File: src/rtl/kernel_launcher.sv
// -----------------------------------------------------------------------------
// kernel_launcher
//   Host-side sequencer that sits directly in front of the kernel top wrapper.
//   It accepts one command asking for N back-to-back kernel runs, issues exactly
//   one ap_start per run, and returns each run's out0 value together with the
//   number of RUN cycles it took as a single handshaked result.
//
//   Optional build macro: LAUNCHER_TIMEOUT_EN
//     When defined, a watchdog ends a run after TIMEOUT_CYCLES RUN cycles
//     without ap_done. It then returns an error result and finishes the command.
//     When undefined, there is no watchdog, result_err is tied to 0 and
//     TIMEOUT_CYCLES has no effect.
//
// Ports
//   clk            clock, all logic on the rising edge
//   rst            synchronous reset, active-low
//   cmd_valid      host requests a run sequence
//   cmd_ready      launcher can accept a command (IDLE)
//   cmd_runs       number of runs; 0 is treated as 1
//   ap_start       start request to the kernel wrapper
//   ap_ready       kernel can latch a start
//   ap_done        kernel finished (one-cycle pulse)
//   out0           kernel return value, valid while ap_done is high
//   result_valid   result available
//   result_ready   host consumes the result
//   result_data    out0 captured at ap_done
//   result_cycles  RUN-state cycles for this run
//   result_err     watchdog expired; result_data is not meaningful
//   result_last    final result of the command
//   busy           launcher is not IDLE
// -----------------------------------------------------------------------------
module kernel_launcher #(
  parameter int DATA_WIDTH     = 8,
  parameter int CNT_WIDTH      = 32,
  parameter int RUNS_WIDTH     = 8,
  parameter int TIMEOUT_CYCLES = 4096
) (
  input  logic                  clk,
  input  logic                  rst,
  input  logic                  cmd_valid,
  output logic                  cmd_ready,
  input  logic [RUNS_WIDTH-1:0] cmd_runs,
  output logic                  ap_start,
  input  logic                  ap_ready,
  input  logic                  ap_done,
  input  logic [DATA_WIDTH-1:0] out0,
  output logic                  result_valid,
  input  logic                  result_ready,
  output logic [DATA_WIDTH-1:0] result_data,
  output logic [CNT_WIDTH-1:0]  result_cycles,
  output logic                  result_err,
  output logic                  result_last,
  output logic                  busy
);

  typedef enum logic [1:0] {
    IDLE   = 2'd0,
    START  = 2'd1,
    RUN    = 2'd2,
    RESULT = 2'd3
  } state_t;

  state_t                state;
  state_t                state_next;
  logic [RUNS_WIDTH-1:0] runs_left;
  logic [CNT_WIDTH-1:0]  cycle_cnt;
  logic [CNT_WIDTH-1:0]  cnt_inc;
  logic                  timeout_hit;

  // Saturating increment: the count sticks at all-ones instead of wrapping.
  assign cnt_inc = (&cycle_cnt) ? cycle_cnt : cycle_cnt + CNT_WIDTH'(1);

`ifdef LAUNCHER_TIMEOUT_EN
  localparam logic [CNT_WIDTH-1:0] TIMEOUT_LIMIT = CNT_WIDTH'(TIMEOUT_CYCLES);

  // Expiry is judged on the count this RUN cycle would reach, so the run that
  // times out reports exactly TIMEOUT_CYCLES. ap_done in the same cycle wins.
  assign timeout_hit = (state == RUN) && !ap_done && (cnt_inc >= TIMEOUT_LIMIT);
`else
  assign timeout_hit = 1'b0;
  assign result_err  = 1'b0;
`endif

  // Handshake-visible outputs are pure functions of the state.
  assign cmd_ready    = (state == IDLE);
  assign ap_start     = (state == START);
  assign result_valid = (state == RESULT);
  assign busy         = (state != IDLE);

  // NOTE: clocked state uses non-blocking assignments so every register sees
  // the pre-edge values of the others, independent of statement order.
  always_ff @(posedge clk) begin
    if (!rst) state <= IDLE;
    else      state <= state_next;
  end

  // NOTE: state_next gets a default before the case so no path leaves it
  // unassigned, which would otherwise infer a latch.
  always_comb begin
    state_next = state;
    case (state)
      IDLE:   if (cmd_valid) state_next = START;
      START:  if (ap_ready) state_next = RUN;
      RUN:    if (ap_done || timeout_hit) state_next = RESULT;
      RESULT: if (result_ready) state_next = (result_last || result_err) ? IDLE : START;
      default: state_next = IDLE;
    endcase
  end

  always_ff @(posedge clk) begin
    if (!rst) begin
      runs_left     <= '0;
      cycle_cnt     <= '0;
      result_data   <= '0;
      result_cycles <= '0;
      result_last   <= 1'b0;
`ifdef LAUNCHER_TIMEOUT_EN
      result_err    <= 1'b0;
`endif
    end else begin
      case (state)
        IDLE: begin
          if (cmd_valid) runs_left <= (cmd_runs == '0) ? RUNS_WIDTH'(1) : cmd_runs;
        end
        START: begin
          if (ap_ready) cycle_cnt <= '0;
        end
        RUN: begin
          cycle_cnt <= cnt_inc;
          if (ap_done) begin
            result_data   <= out0;
            result_cycles <= cnt_inc;
            result_last   <= (runs_left == RUNS_WIDTH'(1));
            runs_left     <= runs_left - RUNS_WIDTH'(1);
`ifdef LAUNCHER_TIMEOUT_EN
            result_err    <= 1'b0;
          end else if (timeout_hit) begin
            // The kernel keeps running; the command is abandoned.
            result_data   <= '0;
            result_cycles <= TIMEOUT_LIMIT;
            result_last   <= 1'b1;
            result_err    <= 1'b1;
`endif
          end
        end
        default: ;
      endcase
    end
  end

endmodule

File: config.mk
export PLATFORM = sky130hd
export DESIGN_NAME = kernel_launcher
export DESIGN_NICKNAME = d
export VERILOG_FILES = /design/src/rtl/kernel_launcher.sv
export SDC_FILE = /design/constraint.sdc
export NUM_CORES = 1
export LEC_CHECK = 0
export BUFFER_PORTS_ARGS = -buffer_cell sky130_fd_sc_hd__buf_2
export CORE_MARGIN = 10
export CORE_UTILIZATION = 60
export CTS_BUF_LIST = sky130_fd_sc_hd__clkbuf_2 sky130_fd_sc_hd__clkbuf_4 sky130_fd_sc_hd__clkbuf_8
export DETAILED_ROUTE_END_ITERATION = 7
export HOLD_SLACK_MARGIN = 0.08
export PLACE_DENSITY = 0.84
export RECOVER_POWER = 25
export SYNTH_ARGS = -nofsm -noshare
export SYNTH_HDL_FRONTEND = slang
export SYNTH_SLANG_ARGS = --single-unit
File: constraint.sdc
create_clock -name clk -period 7 [get_ports clk]
set_clock_uncertainty 0.2 [all_clocks]
set_input_delay 1.05 -clock clk [delete_from_list [all_inputs] [get_ports clk]]
set_output_delay 1.05 -clock clk [all_outputs]
set_load 0.02 [all_outputs]
# Word level (Yosys, flattened, before mapping)
# Index checks and enable logic that the tools add are counted.
word_totals:
  regBits: 83
  latchBits: 0
  mem_bits_rw: 0
  rom_bits: 0
  output_inout_bits: 46
  wordCells: 39
  n_memories: 0
op_classes:
  addsub: 2
  mul: 0
  n_div: 0
  n_lt_le_gt_ge: 0
  n_eq_ne: 8
  shifts: 0
  mux: 13
  n_bitwise: 0
  n_reduce_logical: 10
ops:
  columns: ["op", "count"]
  rows:
  - ["two-way mux 32 bit", 2]
  - ["case mux 32 bit (2 select lines)", 1]
  - ["adder 32 x 1 -> 32 bit (second input constant)", 1]
  - ["AND reduction 32 bit", 1]
  - ["two-way mux 8 bit", 3]
  - ["case mux 8 bit (2 select lines)", 1]
  - ["== test 8 x 1 -> 1 bit (second input constant)", 1]
  - ["zero test 8 bit", 1]
  - ["two-way mux 2 bit", 4]
  - ["case mux 2 bit (4 select lines)", 1]
  - ["subtractor 8 x 1 -> 8 bit (second input constant)", 1]
  - ["nonzero test 2 bit", 3]
  - ["== test 2 bit (second input constant)", 2]
  - ["inequality test 2 x 1 -> 1 bit (second input constant)", 2]
  - ["inequality test 2 bit (second input constant)", 2]
  - ["AND reduction 2 bit", 2]
  - ["AND reduction 4 bit", 1]
  - ["AND reduction 3 bit", 1]
  - ["== test 2 x 1 -> 1 bit (second input constant)", 1]
  - ["zero test 2 bit", 1]
  - ["two-way mux 1 bit", 1]

# Depth between registers and ports, before layout
# Gate-level depths: netlist of run 1.
depth:
  depth_word: 4
  depth_mapped: 9
  mapped_depth_nobuf: 7

# Least setup slack after synthesis of run 1
# Ideal clock, no wire load.
synth_path:
  path_type: "input port to flip-flop"
  from: "input rst"
  to: "register cycle_cnt[28]"
  setup_ns: 0.074
  arrival_time_ns: 2.359
  required_ns: 6.726
  path_slack_ns: 4.367
  stages: 7
  n_path_buf: 3
  cell_sequence: "clkbuf_1 -> inv_1 -> nor2_1 -> clkbuf_1 -> clkbuf_1 -> o21ai_0 -> a31oi_1"
synth_lines:
  columns: ["element", "line_no", "text"]
  rows:
  - ["start, declared", "39", "input logic rst,"]
  - ["end signal, assigned", "129", "cycle_cnt <= cnt_inc;"]
  - ["end, declared", "66", "logic [CNT_WIDTH-1:0] cycle_cnt;"]

==> results.py, run 1 <==
metrics = {
    "global_routing": {
        "met2_usage": 0.329,
        "antenna_found_initial": 0,
        "global_route.usage.met3": 0.0414,
        "gr-usage-met1": 0.243,
        "busiest_layer": "met2",
        "grt_pass1_wl_um": 18700,
        "grt_max_degree": 70,
        "globalRoute.totalOverflow": 0,
        "grt.total_usage": 0.195,
        "grt_pass1_vias": 3892,
    },
    "logic_synthesis": {
        "yosys.area.top_type": "dfxtp_1",
        "async_reset_ff_frac": 0,
        "syn_inst": 547,
        "synthDistinctLibCells": 55,
        "ys_seq_area_frac": 0.377,
        "synthTopCellsByArea": "dfxtp_1 38%, o21ai_0 6.7%, a21oi_1 6.2%",
        "syn_area_per_cell_sq_um": 8.07,
        "synth_top_area_share": 0.377,
        "synth_warnings": 0,
        "synth_seq_cells": 83,
        "synth_edf_count": 0,
        "ys.flop_type": "dfxtp_1",
        "syn-cell-area_sq_mm": 0.00441,
        "syn_nets": 577,
    },
    "sta": {
        "tightestPinTransition_ns": 1.09,
        "slew_viol_final": 0,
        "layout_min_cycle_time_ns": 3.14,
        "fin_crit_sh": 0.448,
        "max_freq_ghz": 0.319,
        "setup_viol": 0,
        "rsz0062_at_grt": "no",
        "relSlewSlack": 0.272,
        "hold_viol": 0,
        "setup_ws_ns": 3.86,
        "setup_tns_ns": 0,
    },
    "worst_setup_path": {
        "critPathKind": "in -> reg",
        "r2r_start": "cycle_cnt[0]",
        "crit_path_start_kind": "input pin",
        "regToRegSetupSlack_ns": 3.94,
        "arrival_ns": 3.21,
        "crit_fanout": 37,
        "crit_required_ns": 7.07,
        "end_kind": "register",
        "r2r_cells": 6,
        "r2r_end": "cycle_cnt[6]",
    },
    "clocking": {
        "postCtsResizedCells": 0,
        "postCtsSetupBuffers": 0,
        "cts_tree": "yes",
        "cts.clk_slew.worst_paths_ns": 0.09,
        "cts_root_buf": "clkbuf_8",
        "cts_num_sinks": 83,
        "numCtsBuffers": 9,
        "cts_hold_buf": 0,
        "cts_buffer_depth": 2,
        "clk_latency_ns": 0.35,
        "htreeDepth": 3,
    },
    "routing": {
        "vias_per_cell": 6.30,
        "drc": 0,
        "vias": 4301,
        "routedWlPerCell_um": 17.1,
        "antenna_left": 0,
        "drtIter0Drc": 313,
        "dr.pass1.iters": 6,
        "drt-total-wl_um": 11600,
    },
    "min_path": {
        "hold_path_end": "result_data[7]",
        "hold_class": "reg -> reg",
        "whs_path_depth": 2,
        "hp-start": "result_data[7]",
    },
    "die": {
        "die-area_sq_mm": 0.0112,
        "core_area_sq_mm": 0.00721,
        "die_w_um": 106,
        "io_pins": 68,
        "initial_utilization": 0.612,
        "die_h_um": 106,
        "std_cell_rows": 31,
    },
    "power": {
        "p_int_w": 0.000842,
        "seqPwrFrac": 0.419,
        "power_w": 0.00142,
        "power_switching_w": 0.000579,
        "vdd_drop_max_uv": 149,
        "switching_share": 0.407,
        "power_density_mw_per_mm2": 296,
        "leakagePower_nw": 1.65,
        "power_frac_comb": 0.370,
        "clockPowerShare": 0.211,
    },
    "placed_design": {
        "dpl_cell_area_sq_mm": 0.00468,
        "portBuffers": 66,
        "hpwl_um": 8070,
        "gp_congestion": 0.939,
        "pre_cts_ws_ns": 3.61,
    },
    "run_status": {
        "status": "completed",
    },
    "layout": {
        "post-route-cell-area_sq_mm": 0.00481,
        "area_growth_pct": 8.90,
        "drive_gt1_frac": 0.118,
        "final_common_cell": "dfxtp_1",
        "layout_common_cells": "83 x dfxtp_1, 59 x o21ai_0, 55 x a21oi_1",
        "nets": 610,
        "antennaDiodeCount": 0,
    },
    "flow_run": {
        "max_cap_violations": 0,
    },
}
## stage by stage
stage | util | std cells | hold WS, ns
after floorplan | - | 547 | 0.264
after global placement | 0.649 | 668 | 0.241
after detailed placement | 0.649 | 668 | 0.249
after CTS | 0.672 | 683 | 0.262
after global routing | 0.666 | 683 | 0.286
final | 0.666 | 683 | 0.258
## cell families (layout without fill, tap and decap cells)
kind of cell / count (synthesis) / count (layout) / synth area share
compound gates: 203 / 203 / 0.289
simple gates: 169 / 169 / 0.210
buf+inv: 63 / 100 / 0.0604
fa+ha+maj: 8 / 8 / 0.0227
xor+xnor: 18 / 18 / 0.0357
mux: 2 / 2 / 0.00454
other cells: 1 / 1 / 0.000850
flops: 83 / 83 / 0.377
## state kept, by name (all words and copies together), names as in the netlist
name           flops
result_data        8
result_cycles     32
cycle_cnt         32
result_last        1
state              2
runs_left          8
## cell type report
cell class / instances / area, sq um
Timing Repair Buffer: 68 / 305
Clock inverter: 5 / 31.3
Tap cell: 99 / 124
Multi-Input combinational cell: 401 / 2490
Inverter: 17 / 63.8
Sequential cell: 83 / 1660
Clock buffer: 10 / 131
Fill cell: 654 / 2410
## synth_stat cells (10+ instances only)
| cell type | n |
|---|---|
| dfxtp_1 | 83 |
| o21ai_0 | 59 |
| a21oi_1 | 55 |
| nand2_1 | 44 |
| a31oi_1 | 37 |
| clkbuf_1 | 29 |
| nor2_1 | 29 |
| nand3_1 | 22 |
| xnor2_1 | 18 |
| inv_1 | 17 |
| buf_2 | 12 |
| nand4_1 | 10 |
| or3_1 | 10 |
## worst max-delay path, stage by stage
cell and delay (ns):
buf_2 0.51, inv_1 0.08, buf_4 0.26, nor2_2 0.58
buf_4 0.37, o21ai_0 0.13, a31oi_1 0.19
## worst max-delay path by stage
stage,start,end,slack (ns),cells after the start
finish,rst,cycle_cnt[13],3.86,7
global route,rst,cycle_cnt[13],3.66,7
CTS,rst,cycle_cnt[13],3.93,7
detailed placement,rst,cycle_cnt[13],3.61,7
global placement,rst,cycle_cnt[13],3.70,7
floorplan,rst,cycle_cnt[28],4.37,7
## per-layer routing
metal / vias to the layer above / share of wire
li1: 2095 / -
met1: 2028 / 0.42
met2: 158 / 0.48
met3: 20 / 0.073
met4: 0 / 0.020
met5: - / 0
## power groups by stage
stage | clock, W | sequential (W) | combinational [W]
floorplan | 0 | 0.000647 | 0.000347
global placement | 0 | 0.000602 | 0.000517
detailed placement | 0 | 0.000605 | 0.000532
CTS | 0.000304 | 0.000594 | 0.000534
global route | 0.000322 | 0.000604 | 0.000587
finish | 0.000300 | 0.000595 | 0.000525
Note: power is estimated with default switching activity, not from simulation.
==> run 2: changes to the inputs <==
--- a/config.mk
+++ b/config.mk
@@ -7,11 +7,11 @@
 export LEC_CHECK = 0
 export BUFFER_PORTS_ARGS = -buffer_cell sky130_fd_sc_hd__buf_2
 export CORE_MARGIN = 10
-export CORE_UTILIZATION = 60
+export CORE_UTILIZATION = 53
 export CTS_BUF_LIST = sky130_fd_sc_hd__clkbuf_2 sky130_fd_sc_hd__clkbuf_4 sky130_fd_sc_hd__clkbuf_8
 export DETAILED_ROUTE_END_ITERATION = 7
 export HOLD_SLACK_MARGIN = 0.08
-export PLACE_DENSITY = 0.84
+export PLACE_DENSITY = 0.78
 export RECOVER_POWER = 25
 export SYNTH_ARGS = -nofsm -noshare
 export SYNTH_HDL_FRONTEND = slang
==> constraint.sdc (replaced) <==
create_clock -name clk -period 2.6 [get_ports clk]
set_clock_uncertainty 0.2 [all_clocks]
set_input_delay 0.39 -clock clk [delete_from_list [all_inputs] [get_ports clk]]
set_output_delay 0.39 -clock clk [all_outputs]
set_load 0.02 [all_outputs]
==> results.py, run 2 (synthesis results as in run 1) <==
metrics = {
    "worst_setup_path": {
        "crit_path_start_kind": "register",
        "r2r_start": "cycle_cnt[0]",
        "cp.depth": 8,
        "crit_chain": "ha_1 -> nand3_1 -> buf_4 -> nor4_4 -> buf_4 -> nand3_1 -> a21oi_1 -> o221a_2",
        "crit_fanout": 7,
        "crit_required_ns": 2.70,
        "slowest_delay_ns": 0.51,
        "critPathKind": "reg -> reg",
        "cp-endpoint": "cycle_cnt[17]",
        "regToRegSetupSlack_ns": 0.08,
        "end_kind": "register",
        "critPathLaunch": "cycle_cnt[0]",
        "r2r_end": "cycle_cnt[17]",
        "r2r_cells": 8,
        "arrival_ns": 2.62,
        "critPathBufInv": 2,
        "crit_slowest_cell": "nor4_4",
        "critPathTopFamily": "simple AND/OR/NAND/NOR gates",
    },
    "layout": {
        "post-route-cell-area_sq_mm": 0.00537,
        "reg_top3": "cycle_cnt (32), result_cycles (32)",
        "drive_gt1_frac": 0.187,
        "final_common_cell": "dfxtp_1",
        "fin_cells": 741,
        "area_growth_pct": 21.6,
        "fillCellCount": 691,
        "layout_common_cells": "79 x dfxtp_1, 59 x o21ai_0, 55 x a21oi_1",
        "nets": 664,
        "antennaDiodeCount": 0,
    },
    "clocking": {
        "cts_num_sinks": 83,
        "cts_buffer_depth": 2,
        "clk_latency_ns": 0.36,
        "numCtsBuffers": 9,
        "cts_root_buf": "clkbuf_8",
        "htreeDepth": 3,
        "cts_tree": "yes",
        "cts.clk_slew.worst_paths_ns": 0.08,
    },
    "placed_design": {
        "portBuffers": 66,
        "hpwl_um": 9220,
        "dp_cells": 718,
        "gp_congestion": 0.960,
        "dpl_cell_area_sq_mm": 0.00507,
        "pre_cts_ws_ns": 0.0987,
    },
    "sta": {
        "fin_crit_sh": 0.969,
        "relSlewSlack": 0.660,
        "setup_viol": 0,
        "slew_viol_final": 0,
        "setup_ws_ns": 0.0807,
        "hold_slack_ns": 0.109,
        "tightestPinTransition_ns": 0.506,
        "hold_viol": 0,
        "layout_min_cycle_time_ns": 2.52,
        "max_freq_ghz": 0.397,
    },
    "die": {
        "io_pins": 68,
        "core_area_sq_mm": 0.00818,
        "initial_utilization": 0.540,
        "die_w_um": 111,
        "die-area_sq_mm": 0.0124,
        "die_h_um": 111,
        "std_cell_rows": 33,
    },
    "global_routing": {
        "antenna_found_initial": 0,
        "globalRoute.totalOverflow": 0,
        "grt_pass1_vias": 4372,
        "grt_pass1_wl_um": 21100,
        "grt_max_degree": 40,
        "grt.total_usage": 0.200,
    },
    "power": {
        "leakagePower_nw": 1.96,
        "power_density_mw_per_mm2": 790,
        "vdd_drop_max_uv": 349,
    },
    "routing": {
        "drc": 0,
        "routedWlPerCell_um": 17.2,
        "vias": 4541,
        "antenna_left": 0,
        "dr.pass1.iters": 5,
        "vias_per_cell": 6.13,
        "drt-total-wl_um": 12700,
        "drtIter0Drc": 369,
    },
    "flow_run": {
        "max_cap_violations": 0,
    },
    "min_path": {
        "hold_class": "in -> reg",
    },
    "run_status": {
        "status": "completed",
    },
}
[run 2: cell types whose count changed in the layout (fill, tap and decap cells not counted), moves of 2 or more]
cell | before | now
dlygate4sd3_1 | 0 | 8
bufinv_16 | 0 | 2
buf_12 | 0 | 5
dfxtp_1 | 83 | 79
dfxtp_2 | 0 | 4
clkinv_2 | 3 | 1
buf_4 | 2 | 43
[run 2: cell type report]
cell class / count / area, sq um / area share
clock inverter: 3 / 65.1 / 0.0121
clock buffer: 10 / 138 / 0.0256
sequential: 83 / 1670 / 0.311
multi-input combinational: 401 / 2510 / 0.467
inverter: 17 / 63.8 / 0.0119
timing repair buffer: 122 / 795 / 0.148
tap: 105 / 131 / 0.0245
[run 2: how the worst min path moves through the flow]
stage / start / endpoint / cells after the start / slack [ns]
5_1_grt: cmd_runs[3] / runs_left[3] / 3 / 0.14
6_report: cmd_runs[3] / runs_left[3] / 3 / 0.11
3_3_place_gp: result_data[2] / result_data[2] / 2 / 0.24
2_1_floorplan: cycle_cnt[22] / cycle_cnt[22] / 1 / 0.26
4_1_cts: cmd_runs[3] / runs_left[3] / 3 / 0.1
3_5_place_dp: result_data[5] / result_data[5] / 2 / 0.25
[run 2: where the power goes]
group	internal [W]	switching [W]
Sequential	0.00146	0.000145
Combinational	0.000615	0.00102
Clock	0.000550	0.000444
Total	0.00263	0.00161
[run 2: per-stage QoR]
| stage | total power (W) | setup TNS, ns | utilization |
|---|---|---|---|
| final | 0.00424 | 0 | 0.656 |
| after global routing | 0.00452 | -0.00644 | 0.656 |
| after CTS | 0.00427 | 0 | 0.655 |
| after detailed placement | 0.00327 | 0 | 0.620 |
| after global placement | 0.00321 | 0 | 0.620 |
| after floorplan | 0.00268 | 0 | - |
[run 2: worst min-delay path: stages]
cell and delay, ns:
buf_2 0.10, nand3_1 0.07, a21oi_1 0.06
[run 2: repair_timing]
| item | 4_1_cts | 5_1_grt |
|---|---|---|
| setup buffers | 0 | 2 |
| hold buffers | 8 | 0 |
| gates resized for setup | 0 | 6 |
| setup endpoints to repair | 0 | 25 |
| hold endpoints to repair | 8 | 0 |
[run 2: layer usage]
metal,GRT usage,part of all wire,vias to the layer above
met2,0.337,0.48,165
met4,0.0771,0.023,0
met5,0,0,-
li1,-,-,2200
met1,0.241,0.43,2143
met3,0.0460,0.061,33
